`config.mk`:
```
export PLATFORM = sky130hd
export DESIGN_NAME = ram_clear_ctrl
export DESIGN_NICKNAME = d
export VERILOG_FILES = /design/src/rtl/ram_clear_ctrl_pkg.sv /design/src/rtl/ram_array.sv /design/src/rtl/ram_clear_ctrl.sv
export SDC_FILE = /design/constraint.sdc
export NUM_CORES = 1
export LEC_CHECK = 0
export CELL_PAD_IN_SITES_DETAIL_PLACEMENT = 0
export CELL_PAD_IN_SITES_GLOBAL_PLACEMENT = 2
export CORE_ASPECT_RATIO = 0.75
export CORE_UTILIZATION = 47
export CTS_CLUSTER_SIZE = 14
export DETAILED_ROUTE_END_ITERATION = 8
export PLACE_DENSITY = 0.91
export SETUP_SLACK_MARGIN = 0.15
export SYNTH_ARGS = -nofsm -noshare
export SYNTH_HDL_FRONTEND = slang
export SYNTH_SLANG_ARGS = --single-unit
```
`constraint.sdc`:
```
create_clock -name clock -period 4.5 [get_ports clock]
set_input_delay 0.9 -clock clock [delete_from_list [all_inputs] [get_ports clock]]
set_output_delay 0.9 -clock clock [all_outputs]
set_load 0.02 [all_outputs]
```
`src/rtl/ram_clear_ctrl_pkg.sv`:
```
// Shared types and helpers for the self-initialising RAM controller.
package ram_clear_ctrl_pkg;

    // Controller states: CLEAR walks every location writing the init word,
    // IDLE serves user accesses.
    typedef enum logic {
        CLEAR = 1'b0,
        IDLE  = 1'b1
    } state_t;

    // Number of words addressable with an address of the given width.
    function automatic int unsigned depth_of(input int unsigned addr_w);
        return 32'd1 << addr_w;
    endfunction

endpackage

```
`src/rtl/ram_array.sv`:
```
// Plain single-port synchronous RAM with a registered read port.
// The read is read-first: q shows the word stored before a same-edge write.
module ram_array
    import ram_clear_ctrl_pkg::*;
#(
    parameter int DATA_W = 4,
    parameter int ADDR_W = 5
) (
    input  logic              clock,
    input  logic              we,
    input  logic [ADDR_W-1:0] addr,
    input  logic [DATA_W-1:0] d,
    output logic [DATA_W-1:0] q
);

    localparam int unsigned DEPTH = depth_of(ADDR_W);

    logic [DATA_W-1:0] mem [DEPTH];

    // Storage write and registered read; no reset so it maps onto block RAM.
    always_ff @(posedge clock) begin
        if (we) begin
            mem[addr] <= d;
        end
        q <= mem[addr];
    end

endmodule

```
`src/rtl/ram_clear_ctrl.sv`:
```
// Single-port RAM front end with a req/ready handshake, registered read data
// with a valid strobe, and a sequencer that fills the whole array with
// INIT_VALUE after reset and whenever clear is requested.
module ram_clear_ctrl
    import ram_clear_ctrl_pkg::*;
#(
    parameter int          DATA_W        = 4,
    parameter int          ADDR_W        = 5,
    parameter int unsigned INIT_VALUE    = 0,
    parameter int          WRITE_THROUGH = 0
) (
    input  logic              clock,
    input  logic              reset,
    input  logic              req,
    input  logic              wren,
    input  logic [ADDR_W-1:0] address,
    input  logic [DATA_W-1:0] data,
    input  logic              clear,
    output logic              ready,
    output logic              busy,
    output logic [DATA_W-1:0] q,
    output logic              q_valid
);

    localparam int unsigned       DEPTH     = depth_of(ADDR_W);
    localparam logic [ADDR_W-1:0] LAST_ADDR = ADDR_W'(DEPTH - 1);
    localparam logic [DATA_W-1:0] INIT_WORD = DATA_W'(INIT_VALUE);
    localparam bit                WT_EN     = (WRITE_THROUGH != 0);

    state_t            state_reg, state_next;
    logic [ADDR_W-1:0] clr_addr_reg, clr_addr_next;

    logic              accept;
    logic              rd_accept;
    logic              wr_accept;

    logic              mem_we;
    logic [ADDR_W-1:0] mem_addr;
    logic [DATA_W-1:0] mem_d;
    logic [DATA_W-1:0] mem_q;

    // rd_pend_reg marks the cycle in which mem_q carries fresh read data;
    // hold_reg keeps the last presented word so q is stable between reads.
    logic              rd_pend_reg;
    logic              q_valid_reg;
    logic [DATA_W-1:0] hold_reg;

    // State register and clear-address counter.
    always_ff @(posedge clock or posedge reset) begin
        if (reset) begin
            state_reg    <= CLEAR;
            clr_addr_reg <= '0;
        end else begin
            state_reg    <= state_next;
            clr_addr_reg <= clr_addr_next;
        end
    end

    // Next-state logic plus busy/ready; a clear always restarts the walk at 0.
    always_comb begin
        state_next    = state_reg;
        clr_addr_next = clr_addr_reg;
        busy          = 1'b0;
        ready         = 1'b0;
        case (state_reg)
            CLEAR: begin
                busy = 1'b1;
                if (clear) begin
                    clr_addr_next = '0;
                end else if (clr_addr_reg == LAST_ADDR) begin
                    state_next    = IDLE;
                    clr_addr_next = '0;
                end else begin
                    clr_addr_next = clr_addr_reg + ADDR_W'(1);
                end
            end
            IDLE: begin
                // clear takes priority; a coincident req is simply not accepted
                ready = !clear;
                if (clear) begin
                    state_next    = CLEAR;
                    clr_addr_next = '0;
                end
            end
            default: begin
                state_next    = CLEAR;
                clr_addr_next = '0;
            end
        endcase
    end

    assign accept    = req & ready;
    assign wr_accept = accept & wren;
    assign rd_accept = accept & ~wren;

    // The sequencer owns the RAM port while busy; otherwise the user port does.
    assign mem_we   = busy | wr_accept;
    assign mem_addr = busy ? clr_addr_reg : address;
    assign mem_d    = busy ? INIT_WORD    : data;

    ram_array #(
        .DATA_W (DATA_W),
        .ADDR_W (ADDR_W)
    ) u_ram (
        .clock (clock),
        .we    (mem_we),
        .addr  (mem_addr),
        .d     (mem_d),
        .q     (mem_q)
    );

    // Read-result tracking: strobe, pending flag and held output word.
    always_ff @(posedge clock or posedge reset) begin
        if (reset) begin
            rd_pend_reg <= 1'b0;
            q_valid_reg <= 1'b0;
            hold_reg    <= '0;
        end else begin
            rd_pend_reg <= rd_accept;
            q_valid_reg <= rd_accept | (wr_accept & WT_EN);
            if (wr_accept && WT_EN) begin
                hold_reg <= data;
            end else if (rd_pend_reg) begin
                hold_reg <= mem_q;
            end
        end
    end

    assign q       = rd_pend_reg ? mem_q : hold_reg;
    assign q_valid = q_valid_reg;

endmodule
```
==> qor.yml, run 1 <==
outcome: "finished clean"
peakVddDrop_mv: 0.275
finalCritPeriodShare: 0.711
ys_ff_latch: 143
finalHoldViolCount: 0
cts_resized: 0
antennaDiodeCount: 0
power_frac_seq: 0.490
start_util: 0.491
grt_use_total: 0.235
port_buffers: 20
num_vias: 3994
yosysWarnings: 0
synth_area_leader_cell: "edfxtp_1"
area_delta_synth_final_pct: 15.2
clkPwrFrac: 0.459
cts_buffers: 17
multi_input_area_sq_um: 1800
antenna_found_initial: 0
fp-row-count: 35
cts_tree: "done"
crit_chain: "clkdlybuf4s50_1 > mux2_4 > mux2i_1 > o32ai_1 > or4_1 > or4_1"
clockBufferDepth: 2
swShare: 0.223
worstRegToRegCells: 4
use_met1: 0.347
layout-drive-gt1-share: 0.100
start_kind: "input pin"
reg2reg_from: "state_reg"
totalPowerFinal_mw: 3.01
synth-async-reset-ratio: 0.0769
path_clk_slew_ps: 60
cp.arrival_ps: 3490
critPathCaptureType: "flip-flop"
synth.area.top_cells: "edfxtp_1 63%, mux2i_1 6.2%, dfrtp_1 4.5%"
hpwl_mm: 9.55
wl_per_cell_um: 22.3
netlist_area_sq_um: 6140
slowest_stage: "mux2_4"
fmax_ghz: 0.312
p_leak_nw: 2.45
ys_types: 51
synth_edf_count: 128
worstSetupEndpoint: "u_ram.q[2]"
fin_skew_ps: 6.56
internal-power_mw: 2.34
dr.pass1.iters: 5
die_h_um: 101
ctsHoldBuffers: 0
syn_avg_cell_area_sq_um: 13.5
fillers: 1040
synthesis.instances: 454
grt-ovfl-total: 0
worst_slew_pin_slew_ps: 894
chipWidth_um: 134
met3_usage: 0.0694
cp_max_fo: 50
grt_pass1_wl_mm: 22.7
drv_cap: 0
globalplace.congestion: 0.851
reg2reg_slack_ps: 1400
comb_power_share: 0.051
grt_start_max_net_pins: 51
seqCellArea_sq_um: 4200
via_per_inst: 6.09
cts_root_buf: "clkbuf_16"
slew_viol_final: 0
busiest_layer: "met1"
grt_use_met2: 0.330
synth_nets: 470
drtAntennaViolNets: 0
min_path_type: "flip-flop to flip-flop"
grt_pass1_vias: 3864
p_sw_uw: 673
fin_nets: 493
criticalPathCategory: "input pin to flip-flop"
min_period_ps: 3200
postCtsSetupBuffers: 0
drtIter0Drc: 513
htreeDepth: 4
core_sq_um: 12500
cp_common_cell: "or4_1"
p_per_area_nw_per_um2: 426
netlist.area_leader.share: 0.626
io_pins: 21
wirelength_mm: 14.6
die_area_sq_um: 13500
rsz0062_at_grt: "no"
clock-sinks: 143
slew_headroom: 0.387
slowest_delay_ps: 680
drc_errors: 0
setup_viol: 0
clkLatencyLatePin_ps: 410
synth_flop_cell: "edfxtp_1"
cp.required_ps: 4790
crit_start: "address[0]"
largest_reg_flops: 128
tns_ps: 0
holdWs_ps: 496
synth-seq-area-share: 0.683
r2r_end: "u_ram.mem[2][3]"
-- power by group through the flow --
stage | sequential, mW | combinational, mW | clock [mW]
floorplan | 1.48 | 0.108 | 0
global placement | 1.50 | 0.152 | 0
detailed placement | 1.50 | 0.153 | 0
CTS | 1.47 | 0.153 | 1.40
global route | 1.48 | 0.169 | 1.46
finish | 1.47 | 0.155 | 1.38
-- placed cells by master, fill, tap and decap left out, drive strengths merged, types with 5 or more instances in the layout --
cell type and n:
o21ai 32, nand4 5, clkbuf 18, o22ai 11, a21oi 21, mux2i 38
nor3b 9, inv 10, edfxtp 128, nor2 41, nor3 17, buf 8
mux2 9, clkdlybuf4s50 20, a31oi 6, dfrtp 11, nand2 38
-- synthesized netlist by cell type, types with 2 or more instances --
cell type,instances
o22a_1,3
a31oi_1,5
a22oi_1,3
and3_1,3
o21ai_0,28
edfxtp_1,128
nand4_1,5
buf_6,2
ha_1,2
mux2_4,2
nor3_1,17
nor3b_1,9
buf_2,5
mux2_2,7
nor4_1,4
o211ai_1,4
a41oi_1,3
o22ai_1,11
nor2b_1,2
clkbuf_1,12
buf_1,2
dfxtp_1,4
and2_1,4
mux2i_1,38
nor4b_1,3
nor4bb_1,3
a21oi_1,21
dfrtp_1,11
buf_4,3
nor2_1,41
and3b_1,4
o21ai_1,4
nand2_1,38
a221o_1,2
or4_1,2
inv_1,4
-- area by class of cell --
cell class | instances | share of cell area
Multi-Input combinational cell | 282 | 0.255
Clock inverter | 14 | 0.0225
Inverter | 5 | 0.00265
Clock buffer | 18 | 0.0606
Tap cell | 166 | 0.0293
Sequential cell | 143 | 0.593
Timing Repair Buffer | 28 | 0.0368
-- stage by stage --
step                      worst slack (ps)  area, sq um  cells   util
after floorplan                       1890         6140    454      -
after global placement                 931         6490    624  0.518
after detailed placement               871         6490    624  0.518
after CTS                             1300         7080    656  0.565
after global routing                  1180         7080    656  0.565
final                                 1300         7080    656  0.565
-- critical path: cells and delay by family --
kind | cells | cell delay, ps
compound gates | 1 | 100
buf+inv | 1 | 570
mux | 2 | 940
simple gates | 2 | 960
-- worst min-delay path by stage --
stage                           start           to  slack, ps  depth (start not counted)
after floorplan            u_ram.q[0]  hold_reg[0]        540                          1
after global placement    hold_reg[2]  hold_reg[2]        490                          1
after detailed placement  hold_reg[1]  hold_reg[1]        490                          1
after CTS                 hold_reg[2]  hold_reg[2]        500                          1
after global routing      hold_reg[1]  hold_reg[1]        540                          1
final                     hold_reg[2]  hold_reg[2]        500                          1
-- layer usage --
layer	share of wire	routed length, um
met1	0.46	6670
met2	0.43	6250
met3	0.10	1490
met4	0.014	201
met5	0	0
-- kinds of logic after synthesis --
logic type / synth area share
flip-flops: 0.683
buffers and inverters: 0.0230
AO/OA/AOI/OAI: 0.0929
AND/OR/NAND/NOR: 0.117
multiplexers: 0.0796
adder cells (fa/ha/maj): 0.00407
Power figures use the tool's default switching activity.
==> run 2, diff against run 1 <==
CORE_UTILIZATION = 39   (was 47)
PLACE_DENSITY = 0.82   (was 0.91)
clock period = 2.62 ns   (was 4.5 ns; I/O delays follow)
==> qor.yml, run 2 (synthesized netlist as in run 1, its figures left out) <==
drtAntennaViolNets: 0  # unchanged
largest_reg_flops: 128  # unchanged
clockBufferDepth: 2  # unchanged
cp_max_fo: 15  # was 50
start_kind: "flip-flop"  # was input pin
antenna_found_initial: 0  # unchanged
htreeDepth: 4  # unchanged
core_sq_um: 15300  # was 12500 sq um
fin_skew_ps: 10.9  # was 6.56 ps
wirelength_mm: 15.5  # was 14.6 mm
placed_area_sq_um: 6900  # was 6490 sq um
peakVddDrop_mv: 0.478  # was 0.275 mV
clkPwrFrac: 0.486  # was 0.459
dr.pass1.iters: 5  # unchanged
clkLatencyLatePin_ps: 420  # was 410 ps
cts_root_buf: "clkbuf_16"  # unchanged
rsz0062_at_grt: "yes"  # was no
fp-row-count: 39  # was 35
cp.required_ps: 2900  # was 4790 ps
slew_headroom: 0.490  # was 0.387
pre_cts_ws_ps: -216  # was 871 ps
area_delta_synth_final_pct: 23.4  # was 15.2%
grt-ovfl-total: 0  # unchanged
criticalPathCategory: "flip-flop to flip-flop"  # was input pin to flip-flop
p_leak_nw: 2.75  # was 2.45 nW
start_util: 0.401  # was 0.491
instances_no_fill: 741  # was 656
outcome: "finished clean"  # unchanged
drv_cap: 0  # unchanged
internal-power_mw: 4.33  # was 2.34 mW
chipWidth_um: 147  # was 134 um
die_area_sq_um: 16300  # was 13500 sq um
postLayoutCellArea_sq_um: 7580  # was 7080 sq um
crit_start: "state_reg"  # was address[0]
cp.arrival_ps: 2680  # was 3490 ps
swShare: 0.217  # was 0.223
grt_pass1_wl_mm: 23.8  # was 22.7 mm
grt_use_total: 0.199  # was 0.235
p_per_area_nw_per_um2: 730  # was 426 nW/um^2
globalplace.congestion: 0.913  # was 0.851
fin_nets: 539  # was 493
reg2reg_from: "state_reg"  # unchanged
clock-sinks: 143  # unchanged
slew_viol_final: 0  # unchanged
postCtsSetupBuffers: 0  # unchanged
wl_per_cell_um: 20.9  # was 22.3 um
port_buffers: 20  # unchanged
via_per_inst: 5.55  # was 6.09
finalCritPeriodShare: 0.915
setup_slack_ps: 221  # was 1300 ps
drc_errors: 0  # unchanged
layout_common_cells: "128 x edfxtp_1, 52 x buf_4, 41 x nor2_1, 38 x mux2i_1, 38 x nand2_1"  # was 128 x edfxtp_1, 41 x nor2_1, 38 x mux2i_1, 38 x nand2_1, 28 x o21ai_0
grt_start_max_net_pins: 33  # was 51
fmax_ghz: 0.417
dp.cells: 709  # was 624
critPathCaptureType: "flip-flop"  # unchanged
finalHoldViolCount: 0  # unchanged
cts_buffers: 17  # unchanged
final_common_cell: "edfxtp_1"  # unchanged
path_clk_slew_ps: 60  # about the same
layout-drive-gt1-share: 0.188  # was 0.100
worst_slew_pin_slew_ps: 763  # was 894 ps
setup_viol: 0  # unchanged
power_frac_seq: 0.456  # was 0.490
io_pins: 21  # unchanged
die_h_um: 111  # was 101 um
min_path_type: "input pin to asynchronous set/reset pin"  # was flip-flop to flip-flop
min_period_ps: 2400
drtIter0Drc: 544  # was 513
comb_power_share: 0.058  # was 0.051
post-route-util: 0.495  # was 0.565
hpwl_mm: 10.6  # was 9.55 mm
p_sw_mw: 1.20  # was 673 uW
num_vias: 4115  # was 3994
antennaDiodeCount: 0  # unchanged
cts_tree: "done"  # unchanged
grt_pass1_vias: 4094  # was 3864
-- run 2: cell types whose count changed in the layout (fill, tap and decap cells not counted), sizes merged --
| cell | previous run | this run |
|---|---|---|
| clkdlybuf4s50 | 20 | 18 |
| clkinvlp | 3 | 2 |
| inv | 10 | 9 |
| buf | 8 | 54 |
| bufinv | 2 | 5 |
| dlymetal6s2s | 0 | 2 |
| clkbuf | 18 | 17 |
-- run 2: critical path, cell delays in order, from the launching register on --
cell and delay (ps):
dfrtp_1 440, buf_4 220, nor4bb_1 160, o21ai_1 290
o32ai_1 150, or4_1 530, or4_1 480
-- run 2: area by class of cell --
class                      instances  area (sq um)
fill                            1327          7740
sequential                       143          4200
multi-input combinational        282          1820
timing repair buffer              74           627
clock buffer                      17           425
tap                              205           256
clock inverter                    15           231
inverter                           5          18.8
-- run 2: through the flow --
stage	hold slack, ps	power (mW)	TNS (ps)
global placement	484	2.88	-738
floorplan	376	2.74	0
detailed placement	488	2.88	-709
CTS	411	5.55	0
finish	407	5.54	0
global route	443	5.69	0
-- run 2: final timing paths --
| path | to | slack (ps) | cells after the start |
|---|---|---|---|
| worst max-delay path | u_ram.q[2] | 220 | 6 |
| worst min register to register | hold_reg[0] | 500 | 1 |
| worst max register to register | u_ram.q[2] | 220 | 6 |
| worst min-delay path | state_reg | 410 | 2 |
| max in group asynchronous | hold_reg[3] | 1900 | 2 |
| min in group clock | hold_reg[0] | 500 | 1 |
-- run 2: layer usage --
| metal | part of all wire | track usage | vias to the layer above |
|---|---|---|---|
| met5 | 0 | 0 | - |
| met4 | 0.012 | 0.0522 | 0 |
| met3 | 0.076 | 0.0547 | 17 |
| met2 | 0.43 | 0.291 | 158 |
| met1 | 0.48 | 0.292 | 2052 |
| li1 | - | - | 1888 |
-- run 2: power groups by stage --
stage	clock network (mW)	registers, mW	logic (mW)
2_1_floorplan	0	2.55	0.186
3_3_place_gp	0	2.57	0.308
3_5_place_dp	0	2.57	0.313
4_1_cts	2.72	2.52	0.315
5_1_grt	2.82	2.53	0.342
6_report	2.69	2.52	0.319
-- run 2: timing repair --
item / in CTS / in global routing
setup endpoints to repair: 1 / 5
pin swaps: 0 / 1
hold buffers: 0 / 0
cloned: 0 / 0
resized for setup: 1 / 6
==> run 3, diff against run 2 <==
==> constraint.sdc (replaced) <==
create_clock -name clock -period 2.62 [get_ports clock]
set_input_delay 0.393 -clock clock [delete_from_list [all_inputs] [get_ports clock]]
set_output_delay 0.393 -clock clock [all_outputs]
set_load 0.02 [all_outputs]
==> qor.yml, run 3 (synthesized netlist as in run 1, its figures left out) <==
grt_pass1_vias: 3866  # was 4094
slowest_stage: "dfrtp_2"  # was or4_1
finalCritPeriodShare: 0.903  # was 0.915
fillers: 1357  # was 1327
totalPowerFinal_mw: 5.09  # was 5.54 mW
cp.required_ps: 2690  # was 2900 ps
htreeDepth: 4  # unchanged
finalHoldViolCount: 0  # unchanged
reg2reg_from: "state_reg"  # unchanged
fmax_ghz: 0.422  # was 0.417 GHz
grt_start_max_net_pins: 33  # unchanged
setup_viol: 0  # unchanged
layout_common_cells: "128 x edfxtp_1, 42 x buf_4, 38 x mux2i_1, 37 x nand2_1, 36 x nor2_1"  # was 128 x edfxtp_1, 52 x buf_4, 41 x nor2_1, 38 x mux2i_1, 38 x nand2_1
p_per_area_nw_per_um2: 688  # was 730 nW/um^2
outcome: "finished clean"  # unchanged
reg2reg_slack_ps: 250  # was 220 ps
die_area_sq_um: 16300  # unchanged
start_kind: "flip-flop"  # unchanged
worst_slew_pin_slew_ps: 746  # was 763 ps
worstRegToRegCells: 6  # unchanged
clkLatencyLatePin_ps: 420  # about the same
path_clk_slew_ps: 70  # was 60 ps
core_sq_um: 15300  # unchanged
critPathCaptureType: "flip-flop"  # unchanged
fin_nets: 528  # was 539
fp-row-count: 39  # unchanged
drtAntennaViolNets: 0  # unchanged
crit_chain: "buf_4 > mux2i_1 > buf_4 > buf_4 > nand2_1 > nor2_1"  # was buf_4 > nor4bb_1 > o21ai_1 > o32ai_1 > or4_1 > or4_1
crit_buf_inv: 3  # was 1
grt-ovfl-total: 0  # unchanged
tns_ps: 0  # unchanged
wirelength_mm: 15.1  # was 15.5 mm
critPathTopFamily: "simple AND/OR/NAND/NOR gates"  # unchanged
cts_buffers: 17  # unchanged
die_h_um: 111  # unchanged
cp_common_cell: "buf_4"  # was or4_1
min_period_ps: 2370  # was 2400 ps
hpwl_mm: 10.5  # was 10.6 mm
layout-drive-gt1-share: 0.183  # was 0.188
r2r_end: "u_ram.mem[4][2]"  # was u_ram.q[2]
wl_per_cell_um: 20.7  # was 20.9 um
cp_max_fo: 13  # was 15
num_vias: 4033  # was 4115
peakVddDrop_mv: 0.480  # was 0.478 mV
seqCellArea_sq_um: 4200  # about the same
cp.arrival_ps: 2440  # was 2680 ps
dr.pass1.iters: 5  # unchanged
min_path_type: "input pin to asynchronous set/reset pin"  # unchanged
slew_viol_final: 0  # unchanged
chipWidth_um: 147  # unchanged
port_buffers: 20  # unchanged
globalplace.congestion: 0.846  # was 0.913
drtIter0Drc: 480  # was 544
grt_use_total: 0.196  # was 0.199
final_common_cell: "edfxtp_1"  # unchanged
rsz0062_at_grt: "yes"  # unchanged
drv_cap: 0  # unchanged
pre_cts_ws_ps: -149  # was -216 ps
antenna_found_initial: 0  # unchanged
clockBufferDepth: 2  # unchanged
slew_headroom: 0.502  # was 0.490
holdWs_ps: 271  # was 407 ps
clock-sinks: 143  # unchanged
cts_tree: "done"  # unchanged
criticalPathCategory: "flip-flop to flip-flop"  # unchanged
io_pins: 21  # unchanged
via_per_inst: 5.52  # was 5.55
fin_skew_ps: 12.6  # was 10.9 ps
largest_reg_flops: 128  # unchanged
area_delta_synth_final_pct: 20.5  # was 23.4%
post-route-util: 0.483  # was 0.495
multi_input_area_sq_um: 1840  # was 1820 sq um
start_util: 0.401  # unchanged
antennaDiodeCount: 0  # unchanged
postCtsSetupBuffers: 0  # unchanged
slowest_delay_ps: 500  # was 530 ps
grt_pass1_wl_mm: 23.3  # was 23.8 mm
setup_slack_ps: 253  # was 221 ps
drc_errors: 0  # unchanged
cts_root_buf: "clkbuf_16"  # unchanged
p_leak_nw: 2.61  # was 2.75 nW
-- run 3: changes by cell type in the layout (fill, tap and decap cells not counted), sizes merged, moves of 2 or more --
cell / change
buf: -11
inv: +3
dlymetal6s2s: -2
clkdlybuf4s50: +2
bufinv: -5
clkinvlp: +2
-- run 3: report_power, final --
group | internal [mW] | leakage (nW) | switching [mW]
Clock | 1.24 | 0.260 | 1.01
Sequential | 2.49 | 1.44 | 0.0286
Combinational | 0.129 | 0.907 | 0.182
-- run 3: stage by stage --
step / area, sq um / instances
2_1_floorplan: 6140 / 454
3_3_place_gp: 6810 / 698
3_5_place_dp: 6810 / 698
4_1_cts: 7380 / 730
5_1_grt: 7400 / 730
6_report: 7400 / 730
-- run 3: cell type report --
class / count / share of cell area
repair buffers: 63 / 0.0723
well taps: 205 / 0.0346
flip-flops and latches: 143 / 0.567
clock buffers: 18 / 0.0580
inverters: 5 / 0.00253
clock inverters: 14 / 0.0169
multi-input cells: 282 / 0.248
-- run 3: timing repair --
action,CTS,global route
gates resized for setup,3,8
hold buffers,0,0
endpoints found under the setup margin,7,39
-- run 3: routing by layer --
layer	vias up	track usage	routed length, um
met1	1985	0.307	7460
li1	1871	-	-
met3	21	0.0362	1040
met2	156	0.273	6360
met5	-	0	0
met4	0	0.0653	243
-- run 3: how the worst max path moves through the flow --
stage | from | endpoint | slack (ps) | cells past startpoint
3_3_place_gp | address[0] | u_ram.q[3] | -120 | 8
2_1_floorplan | state_reg | u_ram.mem[30][0] | 430 | 5
6_report | state_reg | u_ram.mem[4][2] | 250 | 6
5_1_grt | state_reg | u_ram.q[1] | 110 | 6
4_1_cts | state_reg | u_ram.q[0] | 240 | 7
3_5_place_dp | address[0] | u_ram.q[3] | -150 | 8
-- run 3: worst register-to-register path: cells and delay by family, from the launching register on --
kind | cells | cell delay (ps)
flops | 1 | 500
buf+inv | 3 | 630
simple gates | 2 | 700
mux | 1 | 200
